File: src/rtl/switch_allocator.sv
// Per-output round-robin switch allocator for a 2D-mesh router with XY routing.
// Each output locks onto one input for a whole packet and releases after its last beat.
module switch_allocator #(
    parameter int unsigned CHANNEL_NUMBER       = 5,
    parameter int unsigned CHANNEL_NUMBER_WIDTH = $clog2(CHANNEL_NUMBER),
    parameter int unsigned MAX_ROUTERS_X        = 4,
    parameter int unsigned MAX_ROUTERS_Y        = 4,
    parameter int unsigned ROUTER_X             = 0,
    parameter int unsigned ROUTER_Y             = 0
) (
    input  logic                                                 clk_i,
    input  logic                                                 rst_n_i,
    input  logic [CHANNEL_NUMBER-1:0]                            in_valid_i,
    input  logic [CHANNEL_NUMBER-1:0]                            in_header_i,
    input  logic [CHANNEL_NUMBER-1:0][$clog2(MAX_ROUTERS_X)-1:0] in_dest_x_i,
    input  logic [CHANNEL_NUMBER-1:0][$clog2(MAX_ROUTERS_Y)-1:0] in_dest_y_i,
    input  logic [CHANNEL_NUMBER-1:0][7:0]                       in_length_i,
    input  logic [CHANNEL_NUMBER-1:0]                            in_beat_done_i,
    output logic [CHANNEL_NUMBER-1:0]                            out_lock_o,
    output logic [CHANNEL_NUMBER-1:0][CHANNEL_NUMBER_WIDTH-1:0]  out_sel_o,
    output logic [CHANNEL_NUMBER-1:0]                            in_grant_o,
    output logic [CHANNEL_NUMBER-1:0][CHANNEL_NUMBER_WIDTH-1:0]  in_port_o
);

    localparam int unsigned X_WIDTH = $clog2(MAX_ROUTERS_X);
    localparam int unsigned Y_WIDTH = $clog2(MAX_ROUTERS_Y);
    localparam int unsigned CW      = CHANNEL_NUMBER_WIDTH;
    localparam int unsigned LEN_W   = 8;

    localparam logic [CW-1:0] PORT_LOCAL = CW'(0);
    localparam logic [CW-1:0] PORT_NORTH = CW'(1);
    localparam logic [CW-1:0] PORT_EAST  = CW'(2);
    localparam logic [CW-1:0] PORT_SOUTH = CW'(3);
    localparam logic [CW-1:0] PORT_WEST  = CW'(4);

    localparam logic [0:0] IDLE   = 1'b0;
    localparam logic [0:0] LOCKED = 1'b1;

    logic [CHANNEL_NUMBER-1:0]                 state_q, state_d;
    logic [CHANNEL_NUMBER-1:0][CW-1:0]         sel_q, sel_d;
    logic [CHANNEL_NUMBER-1:0][LEN_W-1:0]      beats_q, beats_d;
    logic [CHANNEL_NUMBER-1:0][CW-1:0]         rr_q, rr_d;
    logic [CHANNEL_NUMBER-1:0]                 grant_d;
    logic [CHANNEL_NUMBER-1:0][CW-1:0]         port_d;
    logic [CHANNEL_NUMBER-1:0][CW-1:0]         route;
    logic [CHANNEL_NUMBER-1:0][CHANNEL_NUMBER-1:0] req;
    logic [CHANNEL_NUMBER-1:0]                 found;
    logic [CHANNEL_NUMBER-1:0][CW-1:0]         winner;

    // (p + k) modulo CHANNEL_NUMBER, with p < CHANNEL_NUMBER and k <= CHANNEL_NUMBER
    function automatic logic [CW-1:0] wrap_add(input logic [CW-1:0] p, input int unsigned k);
        int unsigned s;
        s = 32'(p) + k;
        if (s >= CHANNEL_NUMBER) begin
            s = s - CHANNEL_NUMBER;
        end
        return CW'(s);
    endfunction

    // XY dimension-order routing: resolve X first, then Y, else eject locally
    always_comb begin
        route = '0;
        for (int unsigned i = 0; i < CHANNEL_NUMBER; i++) begin
            if (in_dest_x_i[i] > X_WIDTH'(ROUTER_X)) begin
                route[i] = PORT_EAST;
            end else if (in_dest_x_i[i] < X_WIDTH'(ROUTER_X)) begin
                route[i] = PORT_WEST;
            end else if (in_dest_y_i[i] > Y_WIDTH'(ROUTER_Y)) begin
                route[i] = PORT_NORTH;
            end else if (in_dest_y_i[i] < Y_WIDTH'(ROUTER_Y)) begin
                route[i] = PORT_SOUTH;
            end else begin
                route[i] = PORT_LOCAL;
            end
        end
    end

    // Request matrix; an input already holding an output cannot ask again
    always_comb begin
        req = '0;
        for (int unsigned o = 0; o < CHANNEL_NUMBER; o++) begin
            for (int unsigned i = 0; i < CHANNEL_NUMBER; i++) begin
                req[o][i] = in_valid_i[i] & in_header_i[i] & ~in_grant_o[i]
                            & (route[i] == CW'(o));
            end
        end
    end

    // Round-robin pick: first requester at or after rr pointer
    always_comb begin
        found  = '0;
        winner = '0;
        for (int unsigned o = 0; o < CHANNEL_NUMBER; o++) begin
            for (int unsigned k = 0; k < CHANNEL_NUMBER; k++) begin
                if (!found[o] && req[o][wrap_add(rr_q[o], k)]) begin
                    found[o]  = 1'b1;
                    winner[o] = wrap_add(rr_q[o], k);
                end
            end
        end
    end

    // Per-output FSM next state
    always_comb begin
        state_d = state_q;
        sel_d   = sel_q;
        beats_d = beats_q;
        rr_d    = rr_q;
        for (int unsigned o = 0; o < CHANNEL_NUMBER; o++) begin
            case (state_q[o])
                IDLE: begin
                    if (found[o]) begin
                        state_d[o] = LOCKED;
                        sel_d[o]   = winner[o];
                        beats_d[o] = (in_length_i[winner[o]] == 8'd0) ? 8'd1
                                                                      : in_length_i[winner[o]];
                    end
                end
                LOCKED: begin
                    if (in_beat_done_i[sel_q[o]]) begin
                        if (beats_q[o] <= 8'd1) begin
                            state_d[o] = IDLE;
                            beats_d[o] = 8'd0;
                            rr_d[o]    = wrap_add(sel_q[o], 1);
                        end else begin
                            beats_d[o] = beats_q[o] - 8'd1;
                        end
                    end
                end
                default: state_d[o] = IDLE;
            endcase
        end
    end

    // Inverse map (input -> owned output) from next-state so it registers in step
    always_comb begin
        grant_d = '0;
        port_d  = '0;
        for (int unsigned o = 0; o < CHANNEL_NUMBER; o++) begin
            if (state_d[o] == LOCKED) begin
                grant_d[sel_d[o]] = 1'b1;
                port_d[sel_d[o]]  = CW'(o);
            end
        end
    end

    always_ff @(posedge clk_i or negedge rst_n_i) begin
        if (!rst_n_i) begin
            state_q    <= '0;
            sel_q      <= '0;
            beats_q    <= '0;
            rr_q       <= '0;
            in_grant_o <= '0;
            in_port_o  <= '0;
        end else begin
            state_q    <= state_d;
            sel_q      <= sel_d;
            beats_q    <= beats_d;
            rr_q       <= rr_d;
            in_grant_o <= grant_d;
            in_port_o  <= port_d;
        end
    end

    assign out_lock_o = state_q;
    assign out_sel_o  = sel_q;

endmodule

File: config.mk
export PLATFORM = sky130hd
export DESIGN_NAME = switch_allocator
export DESIGN_NICKNAME = d
export VERILOG_FILES = /design/src/rtl/switch_allocator.sv
export SDC_FILE = /design/constraint.sdc
export NUM_CORES = 1
export LEC_CHECK = 0
export ABC_CLOCK_PERIOD_IN_PS = 6800
export BUFFER_PORTS_ARGS = -buffer_cell sky130_fd_sc_hd__buf_2
export CAP_MARGIN = 20
export CORE_ASPECT_RATIO = 1.2
export CORE_MARGIN = 2
export CORE_UTILIZATION = 54
export DETAILED_ROUTE_END_ITERATION = 10
export GPL_TIMING_DRIVEN = 0
export HOLD_SLACK_MARGIN = 0.12
export PLACE_DENSITY = 0.71
export SLEW_MARGIN = 20
export SYNTH_ARGS = -nofsm -noshare
export SYNTH_HDL_FRONTEND = slang
export SYNTH_SLANG_ARGS = --single-unit
File: constraint.sdc
create_clock -name clk_i -period 6.8 [get_ports clk_i]
set_input_delay 1.36 -clock clk_i [delete_from_list [all_inputs] [get_ports clk_i]]
set_output_delay 1.36 -clock clk_i [all_outputs]
set_load 0.1 [all_outputs]
Word-level counts from Yosys, hierarchy flattened
Cells that the tools add are included.
{"block": "word_totals", "romBits": 0, "reg_bits": 95, "latch_bits": 0, "n_memories": 0, "ramBits": 0, "input_bits": 77, "output_inout_bits": 40}
{"block": "classes", "bitwise": 58, "mul": 0, "order_cmp": 100, "n_reduce_logical": 65, "eq_ne": 30, "div": 0, "shifts": 0, "add_sub_neg": 60, "mux": 252}
{"cell": "2-to-1 mux 3 bit", "n": 80}
{"cell": "2-to-1 mux 8 bit", "n": 25}
{"cell": "< comparator 3 x 4 -> 1 bit (second input constant)", "n": 40}
{"cell": "binary-select mux 8 bit (select 3 bit)", "n": 5}
{"cell": ">= comparator 4 x 3 -> 1 bit (second input constant)", "n": 25}
{"cell": "binary-select mux 1 bit (select 3 bit)", "n": 30}
{"cell": "subtractor 3 bit (second input constant)", "n": 30}
{"cell": "one-hot mux 8 bit (2 select lines)", "n": 5}
{"cell": "2-to-1 mux 1 bit", "n": 75}
{"cell": "2-to-1 mux 15 bit", "n": 3}
{"cell": "adder 3 x 1 -> 4 bit (second input constant)", "n": 10}
{"cell": "adder 3 x 2 -> 4 bit (second input constant)", "n": 10}
{"cell": "less-or-equal comparator 8 x 1 -> 1 bit (second input constant)", "n": 5}
{"cell": "logical NOT 8 bit", "n": 5}
{"cell": "subtractor 8 x 1 -> 8 bit (second input constant)", "n": 5}
{"cell": "demux 3 bit (select 3 bit)", "n": 4}
{"cell": "bitwise AND 1 bit", "n": 35}
{"cell": "== test 3 x 2 -> 1 bit (second input constant)", "n": 10}
{"cell": "OR 5 bit", "n": 6}
{"cell": "logical AND 1 bit", "n": 25}
{"cell": "2-to-1 mux 5 bit", "n": 5}
{"cell": "adder 3 x 3 -> 4 bit (second input constant)", "n": 5}
{"cell": "bitwise AND 10 bit", "n": 2}
{"cell": "> comparator 2 x 1 -> 1 bit (second input constant)", "n": 10}
{"cell": "20 further kinds", "n": 110}

Longest topological paths before layout
Gate-level depths: netlist of run 1.
{"block": "depth", "depth_word": 37, "mapped_depth": 19, "depth_no_buf": 17}

Worst setup path after synthesis of run 1
Ideal clock, no wire load.
{"block": "synth_timing", "path_type": "register -> register", "from": "register rr_q[3] in the netlist's numbering", "to": "register beats_q[12] in the netlist's numbering", "t_arrival_ns": 4.250, "synth_period_minus_slack_ns": 4.370, "path_stages_with_launch": 19, "t_required_ns": 6.679, "path_buffers": 4, "path_slack_ns": 2.430, "cell_sequence": "dfrtp_1 > buf_2 > buf_2 > inv_1 > ha_1 > ha_1 > clkbuf_1 > a31o_2 > a221oi_1 > a211oi_1 > nor3_1 > a211o_1 > nand4bb_1 > nand2_2 > buf_4 > mux2_2 > o22ai_1 > o32ai_1 > a22o_1"}
{"block": "synth_between", "elab_chain_cells": 23, "elab_cells_between_ends": 55}
{"element": "start, declared", "line": "42", "source": "logic [CHANNEL_NUMBER-1:0][CW-1:0] rr_q, rr_d;"}
{"element": "start signal, assigned", "line": "159", "source": "rr_q <= rr_d;"}
{"element": "branches (longest 23 deep; another with adder 3 x 1 -> 4 bit)"}
{"element": "end signal, assigned", "line": "158", "source": "beats_q <= beats_d;"}
{"element": "end, declared", "line": "41", "source": "logic [CHANNEL_NUMBER-1:0][LEN_W-1:0] beats_q, beats_d;"}
Several ways; the timed one is not identified. The select of a mux whose other input is x is not followed.
A chain may end at the register's enable or synchronous reset.

Final worst setup path of run 1
Same ends and word-level chain as after synthesis.

==> flow_summary_export.csv, run 1 <==
group,metric,value,unit
worst_setup_path,critPathKind,"reg2reg",
layout,design_area,10100,um^2
placed_design,postPlaceCellArea,9800,um^2
clock_network,cts.sinks,89,
die,row_count,51,
worst_setup_path,worstPathRequired,7.03,ns
clock_network,htreeDepth,3,
clock_network,clock_path_buffers,2,
die,io_pins,117,
placed_design,io_buffer_count,116,
power,switching_share,54.8,%
timing,max_freq,0.186,GHz
layout,fin_cells,1439,
power,powerDensity,553,nW/um^2
timing,fin_skew,0.00835,ns
power,combPwrFrac,76.0,%
worst_hold_path,holdCritPathClass,"reg2reg",
die,initial_core_util,55.0,%
detailed_routing,antenna_left,0,
detailed_routing,remaining_drc_errors,0,
power,seq_power_share,14.9,%
grt,grt_usage,30.1,%
synth,async_flop_share,100,%
power,intPower,2.52,mW
timing,rsz0062_at_grt,"no",
placed_design,hpwl,20.7,mm
die,dieArea,17600,um^2
grt,grt_max_degree,48,
worst_setup_path,arrival,5.62,ns
synth,synth.cell_area,8910,um^2
timing,tightestPinTransition,1.12,ns
synth,synthCells,1094,
run_status,status,"finished, final reports clean",
detailed_routing,route.detailed.wl_per_inst,18.5,um
synth,synth.distinct_cells,91,
synth,ys.flop_type,"dfrtp_1",
detailed_routing,drt-vias-per-instance,6.34,
die,core-area,16200,um^2
layout,layout.nets,1342,
placed_design,gp_routability_congestion,0.965,
clock_network,numCtsBuffers,9,
clock_network,cts_hold_buf,0,
clock_network,cts_resized,0,
synth,syn_nets,1214,
power,pwr-share-clk,9.1,%
grt,overflow,0,
detailed_routing,dr.pass1.iters,5,
synth,synth.yosys.warnings,0,
synth,syn_area_per_cell,8.15,um^2
timing,min_period_over_period,79.2,%
detailed_routing,routed_wl,26.6,mm
grt,grt_pass1_wl,42.0,mm
die,chipWidth,121,um
timing,hold_violations,0,
die,die_y,145,um
layout,final_layout_size_suffix_gt1_share,16.7,%
timing,setup_viol,0,
synth,synth_seq_cells,89,
placed_design,placed_cells,1423,
layout,syn_to_final_growth,13.3,%
clock_network,tritoncts,"built",
power,ir_worst_vdd,0.225,mV
synth,seq_area_frac_synth,25.0,%
layout,diodes,0,
clock_network,clk_latency,0.35,ns
detailed_routing,drt_iter0_markers,694,
flow_run,drv_cap,0,
timing,min_period,5.39,ns
worst_setup_path,end_kind,"flip-flop",
worst_setup_path,cp_max_fo,10,
worst_setup_path,cp-start-kind,"flip-flop",
synth,synth_edf_count,0,
detailed_routing,via_count,9124,
power,p_leak,4.74,nW
timing,tns,0,ns
timing,slew_violations,0,
clock_network,root_buffer,"clkbuf_16",
grt,antenna_found_initial,0,
timing,slew_headroom,24.7,%
clock_network,cts_setup_buffers,0,
clock_network,clk_pin_slew,0.07,ns
power,p_switching,3.06,mW
grt,grt_pass1_vias,8481,
## sequential cells by signal, indices dropped and copies added (netlist names)
signal and cells:
beats_q 40, in_grant_o 5, in_port_o 15, out_lock_o 5, out_sel_o 15, rr_q 9
## power groups by stage
stage          combinational, mW  clock, mW  sequential, mW
6_report                    4.24      0.507           0.834
5_1_grt                     4.58      0.537           0.855
4_1_cts                     4.17      0.518           0.831
3_5_place_dp                4.15          0           0.839
3_3_place_gp                4.11          0           0.835
2_1_floorplan               2.94          0            1.11
## synthesized netlist by cell type, types with 28 or more instances
library cell | n | area (um^2)
inv_1 | 55 | 206
clkbuf_1 | 34 | 128
a21oi_1 | 54 | 270
nand2_1 | 74 | 278
nor2_1 | 105 | 394
o21ai_0 | 72 | 360
nand3_1 | 33 | 165
mux2i_1 | 69 | 691
dfrtp_1 | 89 | 2230
nor3_1 | 38 | 190
nand2b_1 | 28 | 175
ha_1 | 40 | 500
## cell usage in the layout (no fill, tap or decap), types with 10 or more instances in the layout
cell	n
nand3_1	33
nand4_1	14
nand2b_1	28
and3_1	11
o21ai_1	12
nand2_1	74
nor3_1	38
mux2_2	13
buf_2	124
ha_1	40
a22o_1	13
a31oi_1	12
nor2_1	105
nor2b_1	13
o21ai_0	72
mux2i_1	69
clkbuf_1	34
nor3b_1	10
o21a_1	13
xnor2_1	10
dfrtp_1	89
nor4_1	23
a21oi_1	54
inv_1	55
a21o_1	13
o22ai_1	13
or3_1	19
## per-stage QoR
stage,util [%],setup slack (ns),hold WS (ns),power [mW]
after floorplan,-,2.43,0.458,4.06
after global placement,60.2,1.38,0.475,4.95
after detailed placement,60.5,1.39,0.484,4.99
after CTS,62.3,1.48,0.502,5.52
after global routing,62.3,1.05,0.514,5.97
final,62.3,1.41,0.501,5.58
## final timing paths
| path | startpoint | end | slack [ns] | cells after the start |
|---|---|---|---|---|
| hold reg to reg | beats_q[13]$_DFFE_PN0P_ | beats_q[13]$_DFFE_PN0P_ | 0.50 | 1 |
| min in group asynchronous | rst_n_i | beats_q[6]$_DFFE_PN0P_ | 0.91 | 1 |
| setup / recovery | rr_q[3]$_DFFE_PN0P_ | beats_q[12]$_DFFE_PN0P_ | 1.41 | 18 |
| hold / removal | beats_q[13]$_DFFE_PN0P_ | beats_q[13]$_DFFE_PN0P_ | 0.50 | 1 |
| max in group asynchronous | rst_n_i | in_port_o[7]$_DFF_PN0_ | 5.29 | 2 |
| setup reg to reg | rr_q[3]$_DFFE_PN0P_ | beats_q[12]$_DFFE_PN0P_ | 1.41 | 18 |
## per-layer routing
metal / track usage (%) / routed length (um) / vias up
li1: - / - / 4411
met1: 38.7 / 11400 / 4330
met2: 50.3 / 12700 / 329
met3: 5.21 / 1710 / 54
met4: 12.6 / 876 / 0
met5: 0 / 0 / -
## critical path, stage by stage, from the launching register on
cell and delay [ns]:
dfrtp_1 0.40, buf_2 0.21, buf_2 0.24, inv_1 0.17, ha_1 0.29, ha_1 0.29, clkbuf_1 0.37, a21oi_1 0.17
a21oi_1 0.32, a211oi_1 0.14, nor3_1 0.69, a211o_1 0.25, nand4bb_1 0.16, nand2_2 0.28, buf_4 0.27, mux2_2 0.35
o22ai_1 0.26, o32ai_1 0.15, a22o_1 0.26
## kinds of logic after synthesis
family                   synth area share, %
adder cells (fa/ha/maj)                 6.40
buffers and inverters                   4.84
multiplexers                            11.7
AO/OA/AOI/OAI                           26.1
AND/OR/NAND/NOR                         24.7
XOR/XNOR                                1.28
flip-flops                              25.0
## area by class of cell
class	instances	area, um^2
repair buffers	117	614
plain buffers	48	214
fillers	1520	6110
inverters	58	218
clock inverters	7	76.3
clock buffers	9	225
flip-flops and latches	89	2230
multi-input cells	899	6260
well taps	212	265
(Power assumes the default switching activity.)
==> inputs of run 2 (changes only) <==
Settings changed: ABC_CLOCK_PERIOD_IN_PS 6800 to 4500, PLACE_DENSITY 0.71 to 0.74.
Clock period 6.8 ns to 4.5 ns, I/O delays scaled along.
==> flow_summary_export.csv, run 2 (synthesis results as in run 1) <==
group,metric,value,unit
run_status,status,"finished, final reports clean",
die,dieArea,17600,um^2
worst_setup_path,cp-start-kind,"flip-flop",
worst_setup_path,cp_max_fo,5,
placed_design,placed_cells,1423,
grt,overflow,0,
layout,largest_reg_flops,40,
power,intPower,4.56,mW
layout,layout.nets,1368,
detailed_routing,remaining_drc_errors,0,
clock_network,tritoncts,"built",
power,powerDensity,892,nW/um^2
power,switching_share,52.6,%
placed_design,io_buffer_count,116,
power,pwr-share-clk,8.0,%
placed_design,hpwl,20.6,mm
worst_setup_path,end_kind,"flip-flop",
timing,tightestPinTransition,0.916,ns
worst_setup_path,worst_path_max_delay_cell,"or4_4",
layout,layout.cells.most_common_list,"buf_2 (118), nor2_1 (103), dfrtp_1 (86)",
timing,setup_viol,0,
timing,max_freq,0.227,GHz
power,ir_worst_vdd,0.391,mV
die,die_y,145,um
layout,syn_to_final_growth,20.9,%
grt,grt_pass1_wl,43.2,mm
grt,grt_pass1_vias,8732,
clock_network,cts.sinks,89,
layout,final_common_cell,"buf_2",
timing,min_period,4.40,ns
timing,hold_ws,0.441,ns
worst_setup_path,cp_top_family,"compound AO/OA/AOI/OAI gates",
grt,grt_usage,30.8,%
die,initial_core_util,55.0,%
worst_setup_path,critPathKind,"reg2reg",
layout,top_register,"beats_q",
timing,fin_skew,0.0120,ns
placed_design,gp_routability_congestion,0.930,
worst_setup_path,path_buf_inv,4,
clock_network,clock_path_buffers,2,
grt,antenna_found_initial,0,
clock_network,root_buffer,"clkbuf_16",
power,p_switching,5.05,mW
detailed_routing,drt-vias-per-instance,6.43,
timing,slew_headroom,38.4,%
detailed_routing,dr.pass1.iters,5,
layout,fin_cells,1465,
grt,grt_max_degree,50,
power,seq_power_share,13.1,%
detailed_routing,routed_wl,27.7,mm
detailed_routing,via_count,9418,
worst_setup_path,max_stage_delay,0.58,ns
power,p_leak,4.94,nW
timing,hold_violations,0,
clock_network,clk_latency,0.36,ns
die,chipWidth,121,um
timing,slew_violations,0,
timing,rsz0062_at_grt,"yes",
worst_setup_path,arrival,4.67,ns
worst_setup_path,crit_chain,"buf_4, buf_4, ha_2, nand2b_4, a311o_1, and4_1, o31a_1, or4_4, a32o_2, a22oi_4, buf_12, buf_16, mux2i_1, nor2_1, a211oi_2, nand3_1, o31ai_1",
detailed_routing,route.detailed.wl_per_inst,18.9,um
worst_hold_path,holdCritPathClass,"in2async",
clock_network,htreeDepth,3,
clock_network,numCtsBuffers,9,
layout,final_layout_size_suffix_gt1_share,24.2,%
detailed_routing,antenna_left,0,
power,combPwrFrac,78.9,%
worst_setup_path,worstPathRequired,4.77,ns
layout,diodes,0,
die,row_count,51,
die,core-area,16200,um^2
clock_network,clk_pin_slew,0.08,ns
worst_setup_path,path_common_cell,"buf_4",
flow_run,drv_cap,0,
die,io_pins,117,
detailed_routing,drt_iter0_markers,866,
timing,min_period_over_period,97.8,%
run 2: worst register-to-register path, delay by kind of cell (launching register included):
family	cells	cell delay, ns
AO/OA/AOI/OAI	6	1.81
adder cells (fa/ha/maj)	1	0.22
buffers and inverters	4	0.54
flip-flops	1	0.39
multiplexers	1	0.18
AND/OR/NAND/NOR	5	1.17
run 2: layer usage:
layer,global-route usage [%],wire [um],vias up
met1,38.4,11200,4450
met2,53.6,13600,429
met4,11.0,912,0
met5,0,0,-
met3,5.21,2000,85
li1,-,-,4454
run 2: final timing paths:
| kind | start | to | slack [ns] | depth (start not counted) |
|---|---|---|---|---|
| worst max-delay path | rr_q[6]$_DFFE_PN0P_ | beats_q[16]$_DFFE_PN0P_ | 0.10 | 17 |
| worst min-delay path | rst_n_i | beats_q[29]$_DFFE_PN0P_ | 0.44 | 1 |
| worst max register to register | rr_q[6]$_DFFE_PN0P_ | beats_q[16]$_DFFE_PN0P_ | 0.10 | 17 |
| worst min register to register | beats_q[4]$_DFFE_PN0P_ | beats_q[4]$_DFFE_PN0P_ | 0.50 | 1 |
| max in group asynchronous | rst_n_i | rr_q[0]$_DFFE_PN0P_ | 3.46 | 2 |
| min in group clk_i | beats_q[4]$_DFFE_PN0P_ | beats_q[4]$_DFFE_PN0P_ | 0.50 | 1 |
run 2: power by group through the flow:
stage / registers (mW) / logic (mW) / clock network, mW
2_1_floorplan: 1.68 / 4.45 / 0
3_3_place_gp: 1.26 / 6.20 / 0
3_5_place_dp: 1.26 / 6.29 / 0
4_1_cts: 1.25 / 7.02 / 0.769
5_1_grt: 1.28 / 8.07 / 0.804
6_report: 1.26 / 7.59 / 0.765
run 2: metrics by stage:
step	TNS, ns	worst slack [ns]	power [mW]	instance area, um^2	util, %
detailed placement	-14.88	-0.622	7.56	9800	60.5
CTS	0	0.0106	9.04	10400	64.2
floorplan	0	0.130	6.13	8910	-
global route	-0.113	-0.0548	10.2	10800	66.5
finish	0	0.100	9.61	10800	66.5
global placement	-12.91	-0.594	7.46	9760	60.2
run 2: repair_timing:
item | CTS | global route
resized for setup | 49 | 69
gates cloned | 1 | 0
hold buffers | 0 | 0
pin swaps | 13 | 11
buffers inserted | 15 | 12
hold endpoints to repair | 0 | 0
setup endpoints to repair | 39 | 38
run 2: cell type report:
cell class	instances	area (um^2)
sequential	89	2230
tap	212	265
inverter	58	236
fill	1394	5430
clock inverter	7	72.6
timing repair buffer	145	881
multi-input combinational	899	6600
buffer	46	268
clock buffer	9	225
